<file path="config.mk">
export PLATFORM = sky130hd
export DESIGN_NAME = rf_write_scheduler_flat
export DESIGN_NICKNAME = d
export VERILOG_FILES = /design/src/rtl/rf_write_scheduler_if.sv /design/src/rtl/rf_write_scheduler.sv /design/src/flat_wrapper.sv
export SDC_FILE = /design/constraint.sdc
export NUM_CORES = 1
export LEC_CHECK = 0
export BUFFER_PORTS_ARGS = -buffer_cell sky130_fd_sc_hd__buf_2
export CAP_MARGIN = 20
export CORE_ASPECT_RATIO = 0.7
export CORE_MARGIN = 8
export CORE_UTILIZATION = 45
export CTS_BUF_LIST = sky130_fd_sc_hd__clkbuf_4
export DETAILED_ROUTE_END_ITERATION = 10
export PLACE_DENSITY = 0.77
export SLEW_MARGIN = 30
export SYNTH_ARGS = -nofsm -noshare
export SYNTH_HDL_FRONTEND = slang
export SYNTH_SLANG_ARGS = --single-unit
</file>
<file path="constraint.sdc">
create_clock -name clk -period 6.2 [get_ports clk]
set_clock_uncertainty 0.1 [all_clocks]
set_input_delay 1.55 -clock clk [delete_from_list [all_inputs] [get_ports clk]]
set_output_delay 1.55 -clock clk [all_outputs]
set_load 0.01 [all_outputs]
</file>
<file path="src/rtl/rf_write_scheduler_if.sv">
// rtl/rf_write_scheduler_if.sv - writeback request/grant bundle for the three writeback sources
interface rf_write_scheduler_if #(
    parameter int DATA_WIDTH = 32
);
    // index 0 = ALU, 1 = LSU, 2 = MDU
    logic [2:0]                 wb_valid;
    logic [2:0][4:0]            wb_rd;
    logic [2:0][DATA_WIDTH-1:0] wb_data;
    logic [2:0]                 wb_ready;

    modport master (
        output wb_valid,
        output wb_rd,
        output wb_data,
        input  wb_ready
    );

    modport slave (
        input  wb_valid,
        input  wb_rd,
        input  wb_data,
        output wb_ready
    );
endinterface

</file>
<file path="src/rtl/rf_write_scheduler.sv">
// rtl/rf_write_scheduler.sv - starvation-aware register-file write-port arbiter with hazard scoreboard
module rf_write_scheduler #(
    parameter int DATA_WIDTH   = 32,
    parameter int STARVE_LIMIT = 4
) (
    input  logic                  clk,
    input  logic                  rst,
    input  logic                  issue_valid,
    input  logic [4:0]            issue_rd,
    input  logic [4:0]            dec_rs1,
    input  logic [4:0]            dec_rs2,
    input  logic [4:0]            dec_rd,
    output logic                  hazard,
    rf_write_scheduler_if.slave   wb,
    output logic                  rf_we,
    output logic [4:0]            rf_waddr,
    output logic [DATA_WIDTH-1:0] rf_wdata,
    output logic [31:0]           pending
);
    localparam logic [3:0] LIMIT = 4'(STARVE_LIMIT);

    logic [2:0][3:0]       starve_cnt;
    logic [2:0]            promoted;
    logic [2:0]            grant;
    logic                  any_promoted;
    logic [1:0]            best_idx;
    logic [3:0]            best_cnt;
    logic                  accept;
    logic [4:0]            acc_rd;
    logic [DATA_WIDTH-1:0] acc_data;
    logic [31:0]           pending_next;

    always_comb begin
        for (int i = 0; i < 3; i++) begin
            promoted[i] = wb.wb_valid[i] && (starve_cnt[i] >= LIMIT);
        end
    end

    // Promoted requesters outrank base order; strict '>' keeps ties at the lower index.
    always_comb begin
        grant        = '0;
        any_promoted = 1'b0;
        best_idx     = '0;
        best_cnt     = '0;
        for (int i = 0; i < 3; i++) begin
            if (promoted[i] && (!any_promoted || starve_cnt[i] > best_cnt)) begin
                any_promoted = 1'b1;
                best_idx     = 2'(i);
                best_cnt     = starve_cnt[i];
            end
        end
        if (any_promoted)          grant[best_idx] = 1'b1;
        else if (wb.wb_valid[0])   grant = 3'b001;
        else if (wb.wb_valid[1])   grant = 3'b010;
        else if (wb.wb_valid[2])   grant = 3'b100;
    end

    assign wb.wb_ready = grant;
    assign accept      = |grant;

    always_comb begin
        acc_rd   = '0;
        acc_data = '0;
        for (int i = 0; i < 3; i++) begin
            if (grant[i]) begin
                acc_rd   = wb.wb_rd[i];
                acc_data = wb.wb_data[i];
            end
        end
    end

    always_ff @(posedge clk) begin
        if (rst) begin
            starve_cnt <= '0;
        end else begin
            for (int i = 0; i < 3; i++) begin
                if (!wb.wb_valid[i] || grant[i])
                    starve_cnt[i] <= '0;
                else if (starve_cnt[i] != 4'hF)
                    starve_cnt[i] <= starve_cnt[i] + 4'd1;
            end
        end
    end

    always_ff @(posedge clk) begin
        if (rst) begin
            rf_we    <= 1'b0;
            rf_waddr <= '0;
            rf_wdata <= '0;
        end else if (accept) begin
            rf_we    <= (acc_rd != 5'd0);
            rf_waddr <= acc_rd;
            rf_wdata <= acc_data;
        end else begin
            rf_we    <= 1'b0;
        end
    end

    // Set is applied after clear: the newly issued writer is younger than the one retiring.
    always_comb begin
        pending_next = pending;
        if (accept && acc_rd != 5'd0)
            pending_next[acc_rd] = 1'b0;
        if (issue_valid && issue_rd != 5'd0)
            pending_next[issue_rd] = 1'b1;
        pending_next[0] = 1'b0;
    end

    always_ff @(posedge clk) begin
        if (rst) pending <= '0;
        else     pending <= pending_next;
    end

    assign hazard = pending[dec_rs1] | pending[dec_rs2] | pending[dec_rd];
endmodule
</file>
<file path="src/flat_wrapper.sv">
// flat-port wrapper written by rule: the top's interface ports become plain ports
module rf_write_scheduler_flat 
#(
    parameter int DATA_WIDTH   = 32,
    parameter int STARVE_LIMIT = 4
)
  (clk, rst, issue_valid, issue_rd, dec_rs1, dec_rs2, dec_rd, hazard, rf_we, rf_waddr, rf_wdata, pending, wb_wb_valid, wb_wb_rd, wb_wb_data, wb_wb_ready);
  rf_write_scheduler_if #(.DATA_WIDTH(DATA_WIDTH)) wb_i ();
  input  logic clk;
  input  logic rst;
  input  logic issue_valid;
  input  logic [4:0] issue_rd;
  input  logic [4:0] dec_rs1;
  input  logic [4:0] dec_rs2;
  input  logic [4:0] dec_rd;
  output logic hazard;
  output logic rf_we;
  output logic [4:0] rf_waddr;
  output logic [DATA_WIDTH-1:0] rf_wdata;
  output logic [31:0] pending;
  input wire logic [$bits(wb_i.wb_valid)-1:0] wb_wb_valid;
  input wire logic [$bits(wb_i.wb_rd)-1:0] wb_wb_rd;
  input wire logic [$bits(wb_i.wb_data)-1:0] wb_wb_data;
  output wire logic [$bits(wb_i.wb_ready)-1:0] wb_wb_ready;
  assign wb_i.wb_valid = wb_wb_valid;
  assign wb_i.wb_rd = wb_wb_rd;
  assign wb_i.wb_data = wb_wb_data;
  assign wb_wb_ready = wb_i.wb_ready;
  rf_write_scheduler #(.DATA_WIDTH(DATA_WIDTH), .STARVE_LIMIT(STARVE_LIMIT)) u_core (.clk(clk), .rst(rst), .issue_valid(issue_valid), .issue_rd(issue_rd), .dec_rs1(dec_rs1), .dec_rs2(dec_rs2), .dec_rd(dec_rd), .hazard(hazard), .wb(wb_i), .rf_we(rf_we), .rf_waddr(rf_waddr), .rf_wdata(rf_wdata), .pending(pending));
endmodule
</file>
---- Word level (Yosys, flattened, before mapping) ----
Index checks and enable logic that the tools add are counted.
Widths: inputs -> output; s select.
cells by class
  reduce and logical (&&, ||, !) cells .... 27
  div/mod/pow operators ................... 0
  equality and inequality tests ........... 3
  bitwise operators ....................... 6
  shifts and indexed selects .............. 0
  magnitude comparators ................... 14
  mux-type cells .......................... 31
  multiply operators ...................... 0
  $add $sub $neg .......................... 3
operators by type and width
  cell                 count
  $mux 32              5
  $and 32x32->32       1
  $not 32->32          1
  $or 32x32->32        1
  $lt 5x6->1 const B   5
  $bmux 1 s5           3
  $mux 5               3
  $add 4x1->4 const B  3
  $ge 4x3->1 const B   3
  $mux 3               4
  $ne 4x4->1 const B   3
  $demux 1 s5          2
  $ge 5x1->1 const B   2
  $logic_and 1x1->1    10
  $mux 1               10
  $reduce_bool 5->1    2
  $gt 4x4->1           2
  $mux 4               2
  $reduce_or 2->1      4
  $logic_not 1->1      5
  $logic_or 1x1->1     5
  $lt 2x3->1 const B   1
  $reduce_or 3->1      1
  $demux 1 s2          1
  other kinds (4)      5
word-level totals
  bits of input ports ..................... 137
  memory bits (read-only) ................. 0
  register bits ........................... 82
  output and inout bits ................... 74
  memories ................................ 0
  word-level logic and storage cells ...... 92
  bits in latches ......................... 0
  RAM bits ................................ 0

---- Longest topological paths before layout ----
  word-level depth ........................ 28
  gate-level depth with buffers ........... 21
  mapped depth without buffers ............ 18

---- Worst setup path after synthesis ----
OpenSTA, ideal clock, no wires.
  path kind ............................... input to output
  from .................................... input wb_wb_valid[0]
  to ...................................... output wb_wb_ready[2]
  required time ........................... 4.550 ns
  buffers on the path ..................... 4
  arrival time ............................ 4.599 ns
  setup slack ............................. -0.049 ns
  cell stages on the path ................. 17
  cells stage by stage .................... buf_4 -> o21a_1 -> nand2_1 -> ha_1 -> nor2b_1 -> o211ai_1 -> a31oi_1 -> buf_4 -> mux2_2 -> ha_1 -> and4_1 -> nor2_1 -> a21boi_1 -> a311oi_4 -> inv_2 -> clkbuf_1 -> buf_2
between the ends
  longest elaborated chain between the ends .. 15
  elaborated cells between the ends (all ways) .. 23
  classes of those cells .................. order compare (4); mux (11); reduce/logical (8)
RTL lines
  item                                                            RTL line                  text
  from (decl)                                                     flat_wrapper.sv:21        input wire logic [$bits(wb_i.wb_valid)-1:0] wb_wb_valid;
  $logic_and 1x1->1                                               rf_write_scheduler.sv:35  promoted[i] = wb.wb_valid[i] && (starve_cnt[i] >= LIMIT);
  $mux 4 or $mux 1 (tied branches)                                rf_write_scheduler.sv:46  if (promoted[i] && (!any_promoted || starve_cnt[i] > best_cnt)) begin
  $gt 4x4->1 or $logic_not 1->1 (tied branches)                   rf_write_scheduler.sv:46
  $logic_or 1x1->1                                                rf_write_scheduler.sv:46
  $logic_and 1x1->1                                               rf_write_scheduler.sv:46
  $mux 4 or $mux 1 (tied branches)                                rf_write_scheduler.sv:46
  $gt 4x4->1 or $logic_not 1->1 (tied branches)                   rf_write_scheduler.sv:46
  $logic_or 1x1->1                                                rf_write_scheduler.sv:46
  $logic_and 1x1->1                                               rf_write_scheduler.sv:46
  $mux 2                                                          rf_write_scheduler.sv:46
  $lt 2x3->1 (implied by the code) or $ge 2x1->1 (tied branches)  rf_write_scheduler.sv:52  if (any_promoted) grant[best_idx] = 1'b1;
  $logic_and 1x1->1 (implied by the code)                         rf_write_scheduler.sv:52
  $mux 1 (implied by the code)                                    rf_write_scheduler.sv:52
  $demux 1 s2                                                     -
  $mux 3 (*)                                                      rf_write_scheduler.sv:52
  to (decl)                                                       flat_wrapper.sv:24        output wire logic [$bits(wb_i.wb_ready)-1:0] wb_wb_ready;
Mark *: on every way between the ends. The rest lies on a longest branch, timed or not.

---- Final worst setup path ----
  from .................................... input wb_wb_valid[0]
  to ...................................... output wb_wb_ready[0]
Same word-level chain as after synthesis.

==> results_dict.tcl <==
set metrics [dict create \
    critPathSlowestCell "mux2_2" \
    first_global_vias 5255 \
    start_util_pct 46.25 \
    synth-edff-count 0 \
    reg2reg_from "u_core.starve_cnt[2]$_SDFFE_PP0P_" \
    drt_first_pass_iters 7 \
    pin_count 211 \
    nNetsFinal 864 \
    start_kind "input port" \
    area_growth_pct 27.24 \
    nFillCells 944 \
    cts-root-buf "clkbuf_4" \
    core_sq_um 10320 \
    reg2reg_depth 19 \
    clk_path_buf_depth 2 \
    final-setup-viol-count 0 \
    routabilityCongestion 1.008 \
    crit_buf_inv 4 \
    p_per_area_nw_per_um2 185.2 \
    rows 31 \
    finish.utilization_pct 58.85 \
    hpwl_um 13870 \
    worstPathRequired_ns 4.55 \
    via_count 5363 \
    drt-initial-drc-count 495 \
    synth_seq_cells 81 \
    slowest_delay_ns 0.33 \
    ant_nets 0 \
    grt_antenna_before_repair 1 \
    wl_per_cell_um 20.80 \
    synth_nets 678 \
    vdd_ir_drop_max_uv 105.6 \
    synth.cell_area_sq_um 4772 \
    ys_seq_area_share_pct 33.98 \
    htree_levels 3 \
    netlist-cell-type-count 52 \
    final_common_cell "buf_2" \
    setup-tns-final_ns 0 \
    ctsHoldBuffers 0 \
    post-route-period-util_pct 97.96 \
    die_h_um 102.2 \
    drc 0 \
    drive_gt1_share_pct 39.94 \
    hold_violations 0 \
    ys_async_sr_fraction_pct 0 \
    die-area_sq_um 14210 \
    rr_endpoint "u_core.pending[29]$_SDFF_PP0_" \
    dp.cells 832 \
    worstSetupEndpoint "wb_wb_ready[0]" \
    critPathKind "input port to primary output" \
    synth_cells 530 \
    overflow 0 \
    viasPerCell 6.280 \
    final_cell_mix "206 x buf_2, 81 x dfxtp_1, 64 x a21oi_1" \
    crit_fanout 9 \
    r2r_slack_ns 1.41 \
    period_needed_ns 6.073 \
    cts_tree "built" \
    avgSynthCellArea_sq_um 9.004 \
    grt_max_degree 54 \
    numCtsBuffers 9 \
    maxCapViolations 0 \
    synthFlopType "dfxtp_1" \
    tightest_slew_ns 0.9108 \
    fp.dieW_um 139.1 \
    power.leakage_nw 2.643 \
    fin_ws_ns 0.1267 \
    multi_input_area_sq_um 2979 \
    postLayoutCellArea_sq_um 6072 \
    regArea_sq_um 1622 \
    insertion_delay_ns 0.46 \
    layout.cells.non_filler 854 \
    fmax_ghz 0.1647 \
    slew-limit-headroom_pct 39.01 \
    min_path_type "flip-flop to flip-flop" \
    crit_arrival_ns 4.42 \
    critical-path-top-delay-family "compound AO/OA/AOI/OAI gates" \
    endpoint_kind "primary output" \
    yosysWarnings 0 \
    critical_path_depth 16 \
    clkSinkCount 81 \
    grt_pass1_wl_um 27460 \
    crit_chain "clkbuf_4 > o21a_4 > and2_1 > ha_1 > nand4_1 > o21ai_1 > a31oi_2 > buf_4 > mux2_2 > ha_1 > and4_1 > nor2_1 > a21boi_2 > buf_4 > a211oi_4 > buf_4" \
    portBuffers 209 \
    track_usage_pct 24.27 \
    routed_wl_um 17760 \
    finalMaxSlewViolations 0 \
    clk_pin_slew_ns 0.12 \
    preCtsSetupSlack_ns 0.1708 \
    postPlaceCellArea_sq_um 5862 \
    status "finished, final reports clean" \
    crit_top_cell "buf_4" \
    crit_start "wb_wb_valid[0]" \
]
-- cells by family after synthesis --
kind of cell / after synthesis / share of synthesized area [%]
buf+inv: 51 / 4.615
compound gates: 176 / 26.95
mux: 37 / 14.94
fa+ha+maj: 11 / 2.884
simple gates: 170 / 15.99
other cells: 1 / 0.07858
xor+xnor: 3 / 0.5507
flops: 81 / 33.98
-- sequential cells by signal, indices dropped and copies added, names as in the netlist --
register	count
u_core.rf_we	1
u_core.pending	31
u_core.rf_waddr	5
u_core.rf_wdata	32
u_core.starve_cnt	12
-- worst min-delay path by stage --
stage	startpoint	endpoint	slack, ns	cells after the start
final	u_core.rf_wdata[21]$_SDFFE_PP0N_	u_core.rf_wdata[21]$_SDFFE_PP0N_	0.36	2
after global placement	u_core.rf_wdata[24]$_SDFFE_PP0N_	u_core.rf_wdata[24]$_SDFFE_PP0N_	0.34	2
after floorplan	u_core.rf_waddr[3]$_SDFFE_PP0N_	u_core.rf_waddr[3]$_SDFFE_PP0N_	0.38	2
after detailed placement	u_core.rf_wdata[25]$_SDFFE_PP0N_	u_core.rf_wdata[25]$_SDFFE_PP0N_	0.35	2
after global routing	u_core.rf_wdata[25]$_SDFFE_PP0N_	u_core.rf_wdata[25]$_SDFFE_PP0N_	0.39	2
after CTS	u_core.rf_wdata[21]$_SDFFE_PP0N_	u_core.rf_wdata[21]$_SDFFE_PP0N_	0.36	2
-- metrics by stage --
stage	power [W]	hold slack [ns]
4_1_cts	0.001126	0.3648
6_report	0.001124	0.3637
3_5_place_dp	0.0008135	0.3464
5_1_grt	0.001176	0.3855
3_3_place_gp	0.0008063	0.3409
2_1_floorplan	0.0007053	0.3805
-- final cells by class --
class | count | share of cell area [%]
Clock buffer | 10 | 1.236
Tap cell | 132 | 2.720
Inverter | 4 | 0.2473
Multi-Input combinational cell | 398 | 49.06
Antenna cell | 1 | 0.04121
Sequential cell | 81 | 26.71
Clock inverter | 6 | 0.9685
Timing Repair Buffer | 222 | 19.02
-- what timing repair did --
action,in CTS,in global routing
gates resized for setup,0,6
endpoints found under the setup margin,0,3
buffers inserted,0,5
-- synth_stat cells (all sizes together), types with 2 or more instances --
master / count / area (sq um)
a211oi: 2 / 20.02
a21o: 4 / 30.03
a21oi: 65 / 329.1
a222oi: 19 / 190.2
a22o: 18 / 157.7
a22oi: 3 / 22.52
a311oi: 28 / 262.8
a31oi: 8 / 50.05
and2: 2 / 12.51
and3: 6 / 37.54
buf: 17 / 92.59
clkbuf: 30 / 112.6
dfxtp: 81 / 1622
ha: 11 / 137.6
inv: 4 / 15.01
mux2: 4 / 45.04
mux2i: 6 / 60.06
mux4: 27 / 608.1
nand2: 62 / 235.2
nand3: 8 / 40.04
nand4: 2 / 12.51
nor2: 63 / 239.0
nor2b: 2 / 12.51
nor3: 11 / 65.06
nor3b: 7 / 52.55
o211ai: 2 / 15.01
o21a: 3 / 23.77
o21ai: 8 / 47.54
o221ai: 14 / 122.6
xnor2: 3 / 26.28
-- per-layer routing --
layer | global-route usage, % | vias to the layer above | share of wire [%]
met3 | 8.353 | 36 | 10
met2 | 41.42 | 322 | 48
met1 | 28.88 | 2573 | 40
met4 | 6.801 | 0 | 1.9
met5 | 0 | - | 0
li1 | - | 2432 | -
-- worst register-to-register path, stage by stage, from the launching register on --
cell and delay [ns]:
dfxtp_1 0.55, o21a_4 0.19, nand2_2 0.06, ha_1 0.31, nor2b_1 0.13, o211ai_1 0.23
a31oi_2 0.15, buf_4 0.16, mux2_2 0.27, ha_1 0.26, and4_1 0.19, nor2_1 0.05
a21boi_2 0.17, buf_4 0.16, a211oi_4 0.21, buf_4 0.41, a22o_1 0.27, a21oi_1 0.09
nor3_1 0.49, a311oi_1 0.19
-- power by group --
group | total (W) | switching, W | leakage [nW] | internal, W
Clock | 0.000318 | 0.000193 | 0.0698 | 0.000125
Combinational | 0.000245 | 0.000140 | 1.91 | 0.000104
Sequential | 0.000562 | 0.0000173 | 0.663 | 0.000545
Total | 0.00112 | 0.000351 | 2.64 | 0.000774
(Power assumes the default switching activity.)
